<file path="config.mk">
export PLATFORM = sky130hd
export DESIGN_NAME = uart_prog_loader
export DESIGN_NICKNAME = d
export VERILOG_FILES = /design/src/rtl/uart_prog_loader.sv
export SDC_FILE = /design/constraint.sdc
export NUM_CORES = 1
export LEC_CHECK = 0
export ABC_AREA = 1
export BUFFER_PORTS_ARGS = -buffer_cell sky130_fd_sc_hd__buf_2
export CAP_MARGIN = 0
export CORE_MARGIN = 2
export CORE_UTILIZATION = 54
export CTS_CLUSTER_DIAMETER = 200
export CTS_CLUSTER_SIZE = 24
export DETAILED_ROUTE_END_ITERATION = 10
export GPL_TIMING_DRIVEN = 0
export PLACE_DENSITY_LB_ADDON = 0.2
export SLEW_MARGIN = 20
export SYNTH_ARGS = -nofsm -noshare
export SYNTH_HDL_FRONTEND = slang
export SYNTH_SLANG_ARGS = --single-unit
export TNS_END_PERCENT = 1
</file>
<file path="constraint.sdc">
create_clock -name clk_i -period 1.8 [get_ports clk_i]
set_input_delay 0.18 -clock clk_i [delete_from_list [all_inputs] [get_ports clk_i]]
set_output_delay 0.18 -clock clk_i [all_outputs]
set_load 0.1 [all_outputs]
</file>
<file path="src/rtl/uart_prog_loader.sv">
// Loads a little-endian program image (16-bit word count, then the words) from a
// UART byte stream into program memory, holding the CPU in reset while loading.
module uart_prog_loader #(
  parameter int ADDR_WIDTH     = 14,
  parameter int TIMEOUT_CYCLES = 10000000
) (
  input  logic                  clk_i,
  input  logic                  rst_ni,
  input  logic                  start_i,
  input  logic                  rx_valid_i,
  input  logic [7:0]            rx_data_i,
  output logic                  imem_we_o,
  output logic [ADDR_WIDTH-1:0] imem_addr_o,
  output logic [31:0]           imem_wdata_o,
  output logic                  cpu_hold_o,
  output logic                  done_o,
  output logic                  err_o
);

  localparam int              TW        = (TIMEOUT_CYCLES > 2) ? $clog2(TIMEOUT_CYCLES) : 1;
  // Abort fires on the idle cycle that would take the counter to TIMEOUT_CYCLES-1.
  localparam logic [TW-1:0]   TO_LAST   = TW'(TIMEOUT_CYCLES - 2);
  localparam logic [31:0]     MAX_WORDS = 32'd1 << ADDR_WIDTH;

  typedef enum logic [2:0] {
    IDLE, LEN_LO, LEN_HI, DATA, FLUSH, DONE, ERR
  } state_e;

  state_e                state_q;
  logic [15:0]           len_q;
  logic [ADDR_WIDTH-1:0] widx_q;
  logic [1:0]            bidx_q;
  logic [23:0]           asm_q;
  logic [TW-1:0]         tcnt_q;
  logic                  imem_we_q;
  logic [ADDR_WIDTH-1:0] addr_q;
  logic [31:0]           wdata_q;
  logic                  hold_q;
  logic                  done_q;
  logic                  err_q;

  logic        waiting;
  logic [15:0] len_d;
  logic        last_word;

  assign waiting   = (state_q == LEN_LO) || (state_q == LEN_HI) || (state_q == DATA);
  assign len_d     = {rx_data_i, len_q[7:0]};
  assign last_word = (32'(widx_q) == (32'(len_q) - 32'd1));

  always_ff @(posedge clk_i or negedge rst_ni) begin
    if (!rst_ni) begin
      state_q   <= IDLE;
      len_q     <= '0;
      widx_q    <= '0;
      bidx_q    <= '0;
      asm_q     <= '0;
      tcnt_q    <= '0;
      imem_we_q <= 1'b0;
      addr_q    <= '0;
      wdata_q   <= '0;
      hold_q    <= 1'b0;
      done_q    <= 1'b0;
      err_q     <= 1'b0;
    end else begin
      imem_we_q <= 1'b0;

      // Byte arrival always beats the timeout terminal count.
      if (waiting) begin
        if (rx_valid_i) begin
          tcnt_q <= '0;
        end else if (tcnt_q == TO_LAST) begin
          tcnt_q  <= '0;
          state_q <= ERR;
          err_q   <= 1'b1;
        end else begin
          tcnt_q <= tcnt_q + 1'b1;
        end
      end

      case (state_q)
        IDLE, DONE, ERR: begin
          if (start_i) begin
            state_q <= LEN_LO;
            done_q  <= 1'b0;
            err_q   <= 1'b0;
            hold_q  <= 1'b1;
            widx_q  <= '0;
            bidx_q  <= '0;
            tcnt_q  <= '0;
          end
        end
        LEN_LO: begin
          if (rx_valid_i) begin
            len_q[7:0] <= rx_data_i;
            state_q    <= LEN_HI;
          end
        end
        LEN_HI: begin
          if (rx_valid_i) begin
            len_q[15:8] <= rx_data_i;
            if (len_d == 16'd0) begin
              state_q <= DONE;
              done_q  <= 1'b1;
              hold_q  <= 1'b0;
            end else if (32'(len_d) > MAX_WORDS) begin
              state_q <= ERR;
              err_q   <= 1'b1;
            end else begin
              state_q <= DATA;
            end
          end
        end
        DATA: begin
          if (rx_valid_i) begin
            asm_q  <= {rx_data_i, asm_q[23:8]};
            bidx_q <= bidx_q + 1'b1;
            if (bidx_q == 2'd3) begin
              imem_we_q <= 1'b1;
              addr_q    <= widx_q;
              wdata_q   <= {rx_data_i, asm_q};
              widx_q    <= widx_q + 1'b1;
              if (last_word) state_q <= FLUSH;
            end
          end
        end
        FLUSH: begin
          state_q <= DONE;
          done_q  <= 1'b1;
          hold_q  <= 1'b0;
        end
        default: state_q <= IDLE;
      endcase
    end
  end

  assign imem_we_o    = imem_we_q;
  assign imem_addr_o  = addr_q;
  assign imem_wdata_o = wdata_q;
  assign cpu_hold_o   = hold_q;
  assign done_o       = done_q;
  assign err_o        = err_q;

endmodule

</file>
### Yosys cells after proc, flatten, opt, wreduce, memory -nomap -nowiden

Index checks and enable logic that the tools add are counted.

* add/sub/neg operators: 4
* order comparisons: 1
* equal/unequal tests: 14
* muxes and demuxes: 43
* reductions and logical operators: 14

Operators with widths (count)
* two-way mux 24 bit: 5
* two-way mux 14 bit: 3
* two-way mux 3 bit: 11
* == test 14 x 32 -> 1 bit: 1
* one-hot mux 14 bit (2 select lines): 1
* adder 24 x 1 -> 24 bit, second input constant: 1
* == test 24 bit, second input constant: 1
* subtractor 16 x 1 -> 17 bit, second input constant: 1
* > comparator 16 x 15 -> 1 bit, second input constant: 1
* logical NOT 16 bit: 1
* two-way mux 1 bit: 16
* one-hot mux 3 bit (5 select lines): 1
* adder 14 x 1 -> 14 bit, second input constant: 1
* == test 3 bit, second input constant: 3
* AND reduction 4 bit: 2
* == test 3 x 2 -> 1 bit, second input constant: 2
* inequality test 2 bit, second input constant: 3
* one-hot mux 1 bit (3 select lines): 2
* AND reduction 2 bit: 3
* AND reduction 3 bit: 2
* two-way mux 2 bit: 2
* inequality test 2 x 1 -> 1 bit, second input constant: 2
* one-hot mux 2 bit (2 select lines): 1
* == test 3 x 1 -> 1 bit, second input constant: 1
* 8 further kinds: 9

* bits in registers: 133
* input bits: 12
* output and inout bits: 50
* logic and storage cells: 89

### Depth between registers and ports, before layout

* depth in word-level cells: 8
* gate-level depth with buffers: 16
* gate-level depth less buffers: 16

### Worst setup path before layout

Ideal clock, no wire load.

* path kind: register -> register
* start: register len_q[0]
* end: register state_q[0]
* library setup time: 119 ps
* arrival time: 1666 ps
* required time: 1681 ps
* setup slack: 15 ps
* stages on the path, launching flop included: 16
* buffers on the path: 0
* period minus slack after synthesis: 1785 ps
* path through: dfrtp_1 > inv_1 > ha_1 > nand2_1 > nor2_2 > nand3_1 > nand3_1 > nand2_1 > inv_1 > nand2_1 > nor2_1 > nand2_1 > nand2_1 > nand2_1 > nand2_1 > nand2_1

* word-level cells in the longest chain between the ends: 6
* elaborated cells between the ends (all ways): 11
* those cells by class: add/sub (1); order compare (1); eq/ne (1); mux (7); reduce/logical (1)

Ends and longest elaborated chain
* start, declared: line 30 `logic [15:0] len_q;`
* start signal, assigned: line 94 `len_q[7:0] <= rx_data_i;`
* subtractor 16 x 1 -> 17 bit: line 48 `assign last_word = (32'(widx_q) == (32'(len_q) - 32'd1));`
* == test 14 x 32 -> 1 bit: line 48
* two-way mux 3 bit: line 122 `if (last_word) state_q <= FLUSH;`
* two-way mux 3 bit: line 117 `if (bidx_q == 2'd3) begin`
* two-way mux 3 bit: line 114 `if (rx_valid_i) begin`
* one-hot mux 3 bit (5 select lines) *: line 80 `case (state_q)`
* end signal, assigned: line 83 `state_q <= LEN_LO;`
* end signal, assigned: line 122
* end signal, assigned: line 127 `state_q <= DONE;`
* end, declared: line 29 `state_e state_q;`

Every way passes the cells marked *; elsewhere a longest branch is shown, timed or not.
A chain may end at the register's enable or synchronous reset.

### Final worst setup path

* start: register state_q[0]
* end: register widx_q[7]

* word-level cells in the longest chain between the ends: 4
* elaborated cells between the ends (all ways): 11
* those cells by class: eq/ne (6); mux (1); reduce/logical (4)

Ends and longest elaborated chain
* start signal, assigned: line 52 `state_q <= IDLE;`
* start signal, assigned: line 73 `state_q <= ERR;`
* start signal, assigned: line 83
* == test 3 bit / logical NOT 3 bit (equally long branches): line 80
* OR reduction 3 bit: line 80
* inequality test 2 bit (no source line) / nonzero test 2 bit (equally long branches)
* AND reduction 4 bit (no source line)
* end signal, assigned: line 121 `widx_q <= widx_q + 1'b1;`
* end, declared: line 31 `logic [ADDR_WIDTH-1:0] widx_q;`

Parallel ways exist; a longest one is shown, timed or not.

==> reports/metrics.csv <==
metric,value,unit
outcome,"complete, but fails checks",
failing checks,negative setup slack,
DRT Pass-1 Iters,5,
worst clock skew,0.0120,ns
Cell Int Power,7270,uW
IO Port Bufs,61,
vias per cell,5.55,
number of CTS-inserted buffers,17,
Synth warnings,0,
vias post-DR,5931,
io pins,62,
final core utilization,0.676,
Post-synth EDFFs,0,
Syn Area/Cell,8.00,um^2
Sw Ratio,0.430,
CP arrival,2.30,ns
final setup margin,-0.151,ns
Placement Setup Slack,-0.501,ns
Synth area leaders,"dfrtp_1 51%, nand2_1 13%, o21ai_0 6.3%",
Routed WL,17600,um
Num Clock Sinks,133,
Finish-stage setup viols,25,
hpwl dp,12100,um
DRC viols,0,
maxcap violations,0,
min-delay worst type,in -> reg,
post-route antenna net violation count,0,
CTS tree,built,
Final Hold Fails,0,
fraction of layout cells with a size suffix above 1,0.210,
Slew @ Worst Pin,0.510,ns
worst skew pair latency,0.42,ns
Die X,114,um
crit path max fanout,5,
Pins Over Slew Limit,0,
clk root buf,clkbuf_16,
WL per Instance,16.5,um
Die H,114,um
final period utilization,1.08,
"flops & latches, synth",133,
"Req. time, crit path",2.15,ns
critical path capture point type,flip-flop,
Ant. Diodes,0,
first-pass GRT wire length,28200,um
clock transition at the registers of the reported paths,0.06,ns
"Cell Area, Synth",0.00650,mm^2
synthesis-to-finish area growth,23.3,%
final net count,926,
worst reg-to-reg setup slack,-0.15,ns
DRT iter0 DRCs,530,
Seq pwr share,0.334,
fill count,965,
clock share of power,0.277,
post-synth cell types,40,
Max-slew headroom,0.662,
Yosys top cell area share,0.512,
die area,0.0129,mm^2
std cell rows,40,
cell taking the most area after synthesis,dfrtp_1,
Total Routing Usage GR,0.279,
Comb pwr share,0.389,
Mapped Cells,812,
Max Clk Rate,513,MHz
unrepaired setup endpoints after global routing,yes,
maximum clock path buffer count,2,
largest net degree at the start of global routing,80,
PwrDens,1590,mW/mm^2
Final Critical Period,1.95,ns
Post-synth ARST share,1.00,
sequential-to-total area share from yosys stat,0.512,
Max VDD drop,1.07,mV
syn nets,829,
GP Congestion,0.893,
initial antenna violation count,0,
Static Leakage,0.00391,uW
total core area,0.0119,mm^2
ys flop type,dfrtp_1,
Net Switching,5480,uW
Critical Path Source Type,flip-flop,
Clock H-tree levels,4,
starting density of the core,0.548,
total grt overflow,0,
CP Class,reg -> reg,
vias in the first global route,5822,
==> routing by layer <==
layer  vias to the layer above  GRT usage  part of all wire
met5                         -          0                 0
met4                         0     0.0984             0.016
met3                        24     0.0701             0.068
met2                       229      0.469              0.50
met1                      2858      0.354              0.41
li1                       2820          -                 -
==> state kept, by name, summed over array words and instances, names as in the netlist <==
| signal | count |
|---|---|
| imem_addr_o | 14 |
| err_o | 1 |
| widx_q | 14 |
| imem_we_o | 1 |
| cpu_hold_o | 1 |
| asm_q | 24 |
| state_q | 3 |
| imem_wdata_o | 32 |
| bidx_q | 2 |
| done_o | 1 |
| tcnt_q | 24 |
| len_q | 16 |
==> critical path, cell delays in order, from the launching register on <==
cell     delay (ns)
dfrtp_1        0.43
inv_1          0.11
nand2_1        0.09
nor2_4         0.15
nor3_1         0.06
nand2_1        0.18
nand3_4        0.17
inv_4          0.12
nand2_2        0.08
nor3_4         0.16
nand2_1        0.10
nand2_1        0.08
nand2_1        0.06
nor2_1         0.08
==> path summary, 6_finish.rpt <==
| kind | startpoint | endpoint | cells past startpoint |
|---|---|---|---|
| setup / recovery | state_q[0] | widx_q[7] | 13 |
| hold / removal | rx_data_i[0] | asm_q[16] | 3 |
| setup reg to reg | state_q[0] | widx_q[7] | 13 |
| hold reg to reg | imem_addr_o[12] | imem_addr_o[12] | 2 |
| max in group asynchronous | rst_ni | state_q[1] | 3 |
| min in group asynchronous | rst_ni | imem_addr_o[9] | 2 |
==> metrics by stage <==
stage / hold WS (ns) / cell area (um^2) / cells / power (uW) / TNS (ns)
global route: 0.0187 / 8020 / 1068 / 13400 / -6.72
detailed placement: 0.122 / 7030 / 1021 / 8680 / -19.86
global placement: 0.420 / 6990 / 1020 / 8560 / -165.98
floorplan: -0.116 / 6500 / 812 / 7640 / 0
CTS: 0.00337 / 7900 / 1067 / 12600 / -0.645
finish: 0.00973 / 8020 / 1068 / 12700 / -1.31
==> cell type report <==
cell class              instances  area [um^2]  area share
flip-flops and latches        133         3330       0.416
repair buffers                 78          474      0.0592
well taps                     147          184      0.0229
multi-input cells             554         2910       0.363
inverters                     106          405      0.0506
clock inverters                11          150      0.0187
clock buffers                  20          447      0.0557
plain buffers                  19          110      0.0137
==> power groups by stage <==
stage | logic (uW) | registers (uW) | clock network [uW]
2_1_floorplan | 2230 | 5410 | 0
3_3_place_gp | 4350 | 4220 | 0
3_5_place_dp | 4440 | 4240 | 0
4_1_cts | 4850 | 4220 | 3560
5_1_grt | 5390 | 4340 | 3700
6_report | 4960 | 4260 | 3530
==> placed cells by master, fill, tap and decap left out, types with 15 or more instances in the layout <==
master,count
a21oi_1,20
nand4_1,15
nor2_1,45
nor2_2,15
nand3_1,32
buf_2,61
o21ai_0,81
clkbuf_16,17
inv_1,95
nand2_1,220
o21ai_1,17
dfrtp_1,129
==> synth_stat cells (all sizes together), types with 2 or more instances <==
library cell  instances
nand2               236
dfrtp               133
inv                 105
o21ai                99
nor2                 68
nand3                35
nor3                 23
a21oi                20
clkbuf               15
nand4                15
xor2                 10
nor4                  7
nand3b                6
a211oi                5
ha                    5
a31oi                 4
buf                   4
o31ai                 4
xnor2                 4
and2                  2
o21a                  2
o21bai                2
==> timing repair <==
| item | in CTS | in global routing |
|---|---|---|
| hold buffers | 3 | 0 |
| setup buffers | 12 | 1 |
| endpoints found under the setup margin | 109 | 104 |
| pin swaps | 11 | 5 |
| gates resized for setup | 45 | 40 |
| endpoints found under the hold margin | 56 | 0 |
==> cell families (layout without fill, tap and decap cells) <==
family / count (synthesis) / count (layout) / synth area share
AO/OA/AOI/OAI: 140 / 140 / 0.116
flip-flops: 133 / 133 / 0.512
XOR/XNOR: 15 / 15 / 0.0223
buffers and inverters: 125 / 234 / 0.0739
adder cells (fa/ha/maj): 5 / 5 / 0.00962
AND/OR/NAND/NOR: 394 / 394 / 0.266
(Power assumes the default switching activity.)
